`src/rtl/wakey_pkg.sv`:
```
// Shared definitions for the wake conditioning path: FSM state encoding and default tuning.
// Latency: n/a (types and constants only).
// Backpressure: n/a.
package wakey_pkg;

    typedef enum logic [1:0] {
        WAKE_IDLE     = 2'd0,
        WAKE_HOLD     = 2'd1,
        WAKE_COOLDOWN = 2'd2
    } wake_state_t;

    // Default tuning, reused by the top-level instantiation of wake_ctrl.
    localparam int WAKE_WINDOW          = 4;
    localparam int WAKE_THRESH          = 3;
    localparam int WAKE_HOLD_CYCLES     = 16;
    localparam int WAKE_COOLDOWN_CYCLES = 16;
    localparam int WAKE_EVT_BW          = 8;

    function automatic int max_int(input int a, input int b);
        return (a > b) ? a : b;
    endfunction

endpackage

```
`src/rtl/wake_history.sv`:
```
// Decision history: WINDOW-bit shift register with a popcount of the value it would hold after the next shift.
// Latency: score is combinational from the current history and din; history updates on the clock edge.
// Backpressure: none; shift_en is a qualified strobe, clear/flush zero the history and win over a shift.
//   clk      in   1                  clock
//   rst_n    in   1                  synchronous active-low reset
//   clear    in   1                  zero history (soft clear)
//   flush    in   1                  zero history (detection accepted)
//   shift_en in   1                  shift din into history
//   din      in   1                  decision bit
//   score    out  clog2(WINDOW+1)    ones in the post-shift history
module wake_history #(
    parameter int WINDOW = 4
) (
    input  logic                         clk,
    input  logic                         rst_n,
    input  logic                         clear,
    input  logic                         flush,
    input  logic                         shift_en,
    input  logic                         din,
    output logic [$clog2(WINDOW+1)-1:0]  score
);
    localparam int SCORE_W = $clog2(WINDOW + 1);

    logic [WINDOW-1:0] hist;
    logic [WINDOW-1:0] hist_next;

    generate
        if (WINDOW == 1) begin : g_single
            assign hist_next = din;
        end else begin : g_multi
            assign hist_next = {hist[WINDOW-2:0], din};
        end
    endgenerate

    // Scoring the post-shift value lets the FSM decide in the same cycle as the strobe.
    always_comb begin
        score = '0;
        for (int i = 0; i < WINDOW; i++) begin
            score = score + SCORE_W'(hist_next[i]);
        end
    end

    always_ff @(posedge clk) begin
        if (!rst_n) begin
            hist <= '0;
        end else if (clear || flush) begin
            hist <= '0;
        end else if (shift_en) begin
            hist <= hist_next;
        end
    end

endmodule

```
`src/rtl/wake_ctrl.sv`:
```
// Wake pin conditioner: M-of-K vote on WRD decisions, fixed-width wake pulse, then cooldown.
// Latency: wake_o rises one clk after the qualifying wake_valid_i cycle.
// Backpressure: none; decisions arriving while busy_o is high are dropped.
//   clk_i        in   1       clock
//   rst_n_i      in   1       synchronous active-low reset
//   wake_i       in   1       decision, valid with wake_valid_i
//   wake_valid_i in   1       decision strobe
//   clear_i      in   1       soft clear (keeps evt_cnt_o)
//   wake_o       out  1       registered wake pin
//   busy_o       out  1       high in HOLD or COOLDOWN
//   evt_cnt_o    out  EVT_BW  saturating wake event count
module wake_ctrl
    import wakey_pkg::*;
#(
    parameter int WINDOW          = WAKE_WINDOW,
    parameter int THRESH          = WAKE_THRESH,
    parameter int HOLD_CYCLES     = WAKE_HOLD_CYCLES,
    parameter int COOLDOWN_CYCLES = WAKE_COOLDOWN_CYCLES,
    parameter int EVT_BW          = WAKE_EVT_BW
) (
    input  logic              clk_i,
    input  logic              rst_n_i,
    input  logic              wake_i,
    input  logic              wake_valid_i,
    input  logic              clear_i,
    output logic              wake_o,
    output logic              busy_o,
    output logic [EVT_BW-1:0] evt_cnt_o
);
    localparam int SCORE_W = $clog2(WINDOW + 1);
    localparam int CNT_W   = $clog2(max_int(HOLD_CYCLES, COOLDOWN_CYCLES) + 1);

    localparam logic [SCORE_W-1:0] THRESH_V  = SCORE_W'(THRESH);
    localparam logic [CNT_W-1:0]   HOLD_LAST = CNT_W'(HOLD_CYCLES - 1);
    localparam logic [CNT_W-1:0]   COOL_LAST = CNT_W'((COOLDOWN_CYCLES > 0) ? COOLDOWN_CYCLES - 1 : 0);

    wake_state_t        state;
    logic [CNT_W-1:0]   cnt;
    logic [SCORE_W-1:0] score;
    logic               accept;
    logic               fire;

    // Only decisions seen in IDLE enter the history; clear wins over a same-cycle strobe.
    assign accept = (state == WAKE_IDLE) && wake_valid_i && !clear_i;
    assign fire   = accept && (score >= THRESH_V);

    wake_history #(
        .WINDOW (WINDOW)
    ) u_history (
        .clk      (clk_i),
        .rst_n    (rst_n_i),
        .clear    (clear_i),
        .flush    (fire),
        .shift_en (accept),
        .din      (wake_i),
        .score    (score)
    );

    always_ff @(posedge clk_i) begin
        if (!rst_n_i) begin
            state     <= WAKE_IDLE;
            cnt       <= '0;
            wake_o    <= 1'b0;
            busy_o    <= 1'b0;
            evt_cnt_o <= '0;
        end else if (clear_i) begin
            state  <= WAKE_IDLE;
            cnt    <= '0;
            wake_o <= 1'b0;
            busy_o <= 1'b0;
        end else begin
            case (state)
                WAKE_IDLE: begin
                    if (fire) begin
                        state  <= WAKE_HOLD;
                        cnt    <= '0;
                        wake_o <= 1'b1;
                        busy_o <= 1'b1;
                        if (evt_cnt_o != '1) begin
                            evt_cnt_o <= evt_cnt_o + 1'b1;
                        end
                    end
                end
                WAKE_HOLD: begin
                    // cnt runs 0..HOLD_CYCLES-1, one value per cycle wake_o is high.
                    if (cnt == HOLD_LAST) begin
                        cnt    <= '0;
                        wake_o <= 1'b0;
                        if (COOLDOWN_CYCLES == 0) begin
                            state  <= WAKE_IDLE;
                            busy_o <= 1'b0;
                        end else begin
                            state <= WAKE_COOLDOWN;
                        end
                    end else begin
                        cnt <= cnt + 1'b1;
                    end
                end
                WAKE_COOLDOWN: begin
                    if (cnt == COOL_LAST) begin
                        state  <= WAKE_IDLE;
                        busy_o <= 1'b0;
                        cnt    <= '0;
                    end else begin
                        cnt <= cnt + 1'b1;
                    end
                end
                default: begin
                    state  <= WAKE_IDLE;
                    cnt    <= '0;
                    wake_o <= 1'b0;
                    busy_o <= 1'b0;
                end
            endcase
        end
    end

endmodule

```
`config.mk`:
```
export PLATFORM = sky130hd
export DESIGN_NAME = wake_ctrl
export DESIGN_NICKNAME = d
export VERILOG_FILES = /design/src/rtl/wakey_pkg.sv /design/src/rtl/wake_history.sv /design/src/rtl/wake_ctrl.sv
export SDC_FILE = /design/constraint.sdc
export NUM_CORES = 1
export LEC_CHECK = 0
export ABC_AREA = 1
export BUFFER_PORTS_ARGS = -buffer_cell sky130_fd_sc_hd__buf_2
export CORE_UTILIZATION = 45
export DETAILED_ROUTE_END_ITERATION = 8
export PLACE_DENSITY = 0.62
export SETUP_SLACK_MARGIN = 0.5
export SLEW_MARGIN = 20
export SYNTH_ARGS = -nofsm -noshare
export SYNTH_HDL_FRONTEND = slang
export SYNTH_SLANG_ARGS = --single-unit
export TNS_END_PERCENT = 50
```
`constraint.sdc`:
```
create_clock -name clk_i -period 6 [get_ports clk_i]
set_clock_uncertainty 0.15 [all_clocks]
set_input_delay 0.6 -clock clk_i [delete_from_list [all_inputs] [get_ports clk_i]]
set_output_delay 0.6 -clock clk_i [all_outputs]
set_load 0.1 [all_outputs]
```
==> results of run 1 <==
-- how the worst max path moves through the flow --
stage,startpoint,end,slack (ps),cells past startpoint
after CTS,wake_i,state[1],3610,13
after detailed placement,wake_i,wake_o,3290,14
after global routing,u_history.hist[0],evt_cnt_o[7],3500,10
final,wake_i,evt_cnt_o[4],3620,13
after global placement,wake_i,wake_o,3350,14
after floorplan,wake_i,evt_cnt_o[6],3480,12
-- sequential cells by signal, summed over array words and instances (netlist names) --
signal,count
state,2
wake_o,1
u_history.hist,3
cnt,5
evt_cnt_o,8
busy_o,1
-- Yosys cell counts, drive strengths merged --
master  number
a211oi       1
a21oi       12
buf          2
dfxtp       20
fa           1
ha           8
inv         25
nand2       54
nand3       10
nand4        6
nor2        29
o21ai        2
o21bai       1
xnor2        1
xor2         1
-- cell type report --
cell class | instances | area, sq um | area share
Timing Repair Buffer | 14 | 70.07 | 0.05239
Clock buffer | 3 | 22.52 | 0.01684
Tap cell | 30 | 37.54 | 0.02806
Inverter | 25 | 98.84 | 0.07390
Multi-Input combinational cell | 126 | 708.2 | 0.5295
Sequential cell | 20 | 400.4 | 0.2993
-- stage by stage --
stage	hold WS, ps	instances	area, sq um	power [mW]	setup slack [ps]
after floorplan	272.3	173	1224	0.1477	3481
after global placement	302.9	215	1315	0.1513	3346
after detailed placement	314.3	215	1315	0.1517	3289
after CTS	329.8	218	1338	0.2156	3611
after global routing	345.8	218	1338	0.2224	3499
final	323.4	218	1338	0.2129	3619
-- cells by family after synthesis --
| logic type | after synthesis | synth area share |
|---|---|---|
| AOI/OAI and AO/OA | 16 | 0.06954 |
| xor gates and xnor gates | 2 | 0.01432 |
| adders and majority gates | 9 | 0.09816 |
| buffers and inverters | 27 | 0.09407 |
| DFF | 20 | 0.3272 |
| and+or+nand+nor | 99 | 0.3967 |
-- worst reg2reg max path: cells and delay by family, from the launching register on --
kind,cells,cell delay [ps]
adders and majority gates,3,930
and+or+nand+nor,7,710
DFF,1,360
buffers and inverters,2,100
-- placed cells by master, fill, tap and decap left out, drive strengths merged --
| cell | instances |
|---|---|
| a211oi | 1 |
| a21oi | 12 |
| buf | 14 |
| clkbuf | 3 |
| dfxtp | 20 |
| fa | 1 |
| ha | 8 |
| inv | 25 |
| nand2 | 54 |
| nand3 | 10 |
| nand4 | 6 |
| nor2 | 29 |
| o21ai | 2 |
| o21bai | 1 |
| xnor2 | 1 |
| xor2 | 1 |
-- metal layers --
layer | global-route usage | vias to the layer above
met4 | 0.05128 | 0
met5 | 0 | -
met3 | 0.05932 | 2
li1 | - | 570
met1 | 0.2098 | 475
met2 | 0.2886 | 12
-- where the power goes --
group | internal, mW | total, mW | switching, mW
Combinational | 0.00479 | 0.0151 | 0.0103
Clock | 0.0234 | 0.0644 | 0.0410
Sequential | 0.133 | 0.133 | 0.000299
==> run metrics, run 1 <==
R2R cell count=12; total CTS buffers=3; Initial Util=0.4851; R2R Setup Slk=3660 ps; Hold Path Depth=2; Post-DP HPWL=1731 um; final wirelength=2221 um; worst-path fanout max=7; HP Class=reg -> reg; final max-slew violation count=0; Peak VDD IR=152.2 uV; antenna viol nets, final=0; RSZ-0062 raised after global routing=no; Via density=4.858; Final setup violation count=0; FF-to-FF Start=u_history.hist[0]; chip width=54.15 um; Mean Syn Cell Area=7.073 sq um; Root Driver=clkbuf_4; Synth area leaders=dfxtp_1 (33%), nand2_1 (15%), ha_1 (8.2%), nor2_1 (8.0%), inv_1 (7.4%); max-cap viol count=0; top layer in use=met4; Post-Synthesis Cells=173; CTS max path bufs=2; CP Capture Type=flip-flop; wire per inst=10.19 um; largest net degree at the start of global routing=11; hold wc startpoint=u_history.hist[2]; run status=completed; num rows=18; DR WL met3=71 um; Layout area overhead=9.304%; Final nets=204; CP Data Arrival Time=2440 ps; die height=54.15 um; num ports=15; Worst Setup Path Type=in -> reg; post-synthesis sequential area ratio=0.3272; CTS resizes=0; Relative slew margins=0.6784; overall routing resource usage=0.1739; share of cells above drive strength 1=0.1383; Final Hold Fails=0; Hold Path End=u_history.hist[2]; WL met1=1095 um; cell-by-cell trace of the critical path=buf_2 > inv_1 > fa_1 > inv_1 > ha_1 > ha_1 > nand2_1 > nand2_1 > nand2_8 > nor2_1 > nand3_1 > nand2_1 > nor2_1; ANT cells=0; initial antenna violation count=0; first-pass GRT wire length=3650 um; P_leak=0.6014 nW; grt ovf=0; flops & latches, synth=20; CTS tree=done; Core Region=0.002522 sq mm; # fillers=266; CP delay by family, top=adder cells; post-CTS setup buffer count=0; clock sinks=20; post-synth top area share=0.3272; clock slew at reported path FFs=110 ps; Critical Path RT=6060 ps; cell mode on critical path=nand2_1; Power Dens Cells=159.2 mW/mm^2; crit path time final=2381 ps; drc violations=0; post-synthesis cell type count=23; Post-CTS Hold Buffers=0; Max H-tree Level=1; CP Launch Type=primary input; FMAX=420.0 MHz; Setup TNS=0 ps; routability cong.=0.8543; fin crit share=0.3968; Port-buffer cells=14; TritonRoute pass-1 iters=4; Mapped Area=0.001224 sq mm; Initial DRC Count=16; Least-Margin Pin Slew=485.8 ps; Util after Layout=0.5303; reg2reg end=evt_cnt_o[4]; Clock Latency Late Sink=300 ps; Met2 Routed Length=1040 um; Via Count=1059; Synth Warn #=0; die area=0.002932 sq mm; leading area contributor after synthesis=dfxtp_1; CP peak stage delay=520 ps; vias in the first global route=926; syn_nets=187; sum of buffers and inverters on the critical path=3; slowest CP cell=fa_1
Power figures use the tool's default switching activity.
==> run 2: changes to the inputs <==
Settings changed: PLACE_DENSITY 0.62 to 0.65.
Clock period 6 ns to 2.12 ns, I/O delays scaled along.
==> run 2 against run 1 <==
Net effect:
- first-iteration DRC count is 6.3% higher
- register-to-register slack worse by 3700 ps
- sequential power grew to 2.8 times the previous value
- flip-flop and latch count stayed put
- hold slack worse by 300 ps
- global-route usage is 0.44 points higher
- critical endpoint is now state[0]
- core utilization is 5.9 points higher
- sequential share of layout area is 2.7 points lower
- final area is 11% higher
- the run now ends with negative setup slack left
- cell count is 2.3% higher
- critical path type is now reg -> reg
==> run metrics, run 2 (synthesis results as in run 1) <==
Power Dens Cells=436.4 mW/mm^2; Final setup violation count=13; crit path from=u_history.hist[2]; run status=complete, but fails checks; overall routing resource usage=0.1784; Final Hold Fails=0; R2R Setup Slk=-70 ps; vias in the first global route=901; die height=54.15 um; WL met1=1078 um; Clock Latency Late Sink=300 ps; worst setup margin=-74.82 ps; antenna viol nets, final=0; HP Class=in -> reg; Hold Path Depth=3; Least-Margin Pin Slew=514.5 ps; TritonRoute pass-1 iters=4; Layout area overhead=21.47%; Core Region=0.002522 sq mm; Final nets=208; Via Count=1103; commonest non-fill, non-tap cell in the layout=nand2_1; initial antenna violation count=0; share of cells above drive strength 1=0.2694; FF-to-FF Start=u_history.hist[2]; CP peak stage delay=520 ps; routability cong.=0.7581; final max-slew violation count=0; total CTS buffers=3; Root Driver=clkbuf_4; die area=0.002932 sq mm; CTS max path bufs=2; ANT cells=0; max-cap viol count=0; Relative slew margins=0.6570; Initial DRC Count=17; DR WL met3=96 um; Final Instance Count excl. Fillers=223; FMAX=455.6 MHz; largest net degree at the start of global routing=12; most flop-heavy register=evt_cnt_o; # fillers=225; hold_ws=23.65 ps; hold wc startpoint=wake_i; Power, Total=648.6 uW; Initial Util=0.4851; num rows=18; slowest CP cell=fa_1; cell-by-cell trace of the critical path=inv_2 > fa_1 > inv_2 > ha_4 > ha_4 > nand2_4 > nand2_4 > nand2_8 > nand2_8 > nand3_4 > nor2_1 > nor2_1; Via density=4.946; CP Data Arrival Time=2250 ps; Met2 Routed Length=1135 um; wire per inst=10.43 um; Critical Path RT=2170 ps; Post-CTS Hold Buffers=0; fin crit share=1.035; num ports=15; dpl cells=217; Post-DP HPWL=1692 um; P_leak=0.6512 nW; Max H-tree Level=1; grt ovf=0; CP Launch Type=flip-flop; R2R cell count=12; Worst Setup Path Type=reg -> reg; clock slew at reported path FFs=110 ps; biggest regs=evt_cnt_o: 8 flops, cnt: 5 flops, u_history.hist: 3 flops; first-pass GRT wire length=3753 um; worst-path fanout max=8; chip width=54.15 um; drc violations=0; violated checks=negative setup slack; RSZ-0062 raised after global routing=yes; Port-buffer cells=14; Peak VDD IR=286.5 uV; CTS tree=done; final wirelength=2326 um; most frequent cells in the layout=nand2_1 (45), nor2_1 (22), inv_1 (21); top layer in use=met4; max reg flops=8; CP Capture Type=flip-flop; clock sinks=20; crit path time final=2195 ps
## run 2: cell types whose count changed in the layout (fill, tap and decap cells not counted), moves of 4 or more
cell	previous run	this run
dfxtp_2	0	4
dfxtp_1	20	16
nand2_1	50	45
nor2_1	26	22
## run 2: worst paths after layout
kind	end
worst max-delay path	state[0]
worst min-delay path	u_history.hist[0]
worst max register to register	state[0]
worst min register to register	cnt[4]
## run 2: routing by layer
metal,vias up,global-route usage
li1,582,-
met1,491,0.2260
met2,28,0.3028
met3,2,0.03390
met4,0,0.05128
met5,-,0
## run 2: stage by stage
stage	setup TNS (ps)	worst slack [ps]	util	cell area [sq um]
6_report	-404.9	-74.82	0.5893	1486
3_5_place_dp	-1811	-145.0	0.5342	1348
4_1_cts	-692.7	-90.27	0.5784	1459
2_1_floorplan	-0.8331	-0.8331	-	1241
3_3_place_gp	-909.1	-82.28	0.5342	1348
5_1_grt	-1965	-173.3	0.5893	1486
## run 2: area by class of cell
cell class	instances	area, sq um	share of cell area
repair buffers	17	92.59	0.06229
clock buffers	4	36.28	0.02441
well taps	30	37.54	0.02525
multi-input cells	127	813.3	0.5471
inverters	25	101.3	0.06818
flip-flops and latches	20	405.4	0.2727
## run 2: where the power goes
| group | switching (mW) | internal [mW] | total (mW) | leakage [nW] |
|---|---|---|---|---|
| logic | 0.0327 | 0.0165 | 0.0492 | 0.467 |
| clock network | 0.117 | 0.105 | 0.222 | 0.0210 |
| registers | 0.000891 | 0.377 | 0.378 | 0.163 |
## run 2: timing repair
item                       CTS  global route
cloned                       1             0
setup endpoints to repair   20            20
resized for setup           13             5
pin swaps                   15             8
buffers inserted             0             1
## run 2: worst max-delay path, delay by kind of cell, from the launching register on
family        cells  cell delay [ps]
simple gates      7              590
fa+ha+maj         3              930
flops             1              350
buf+inv           2               90
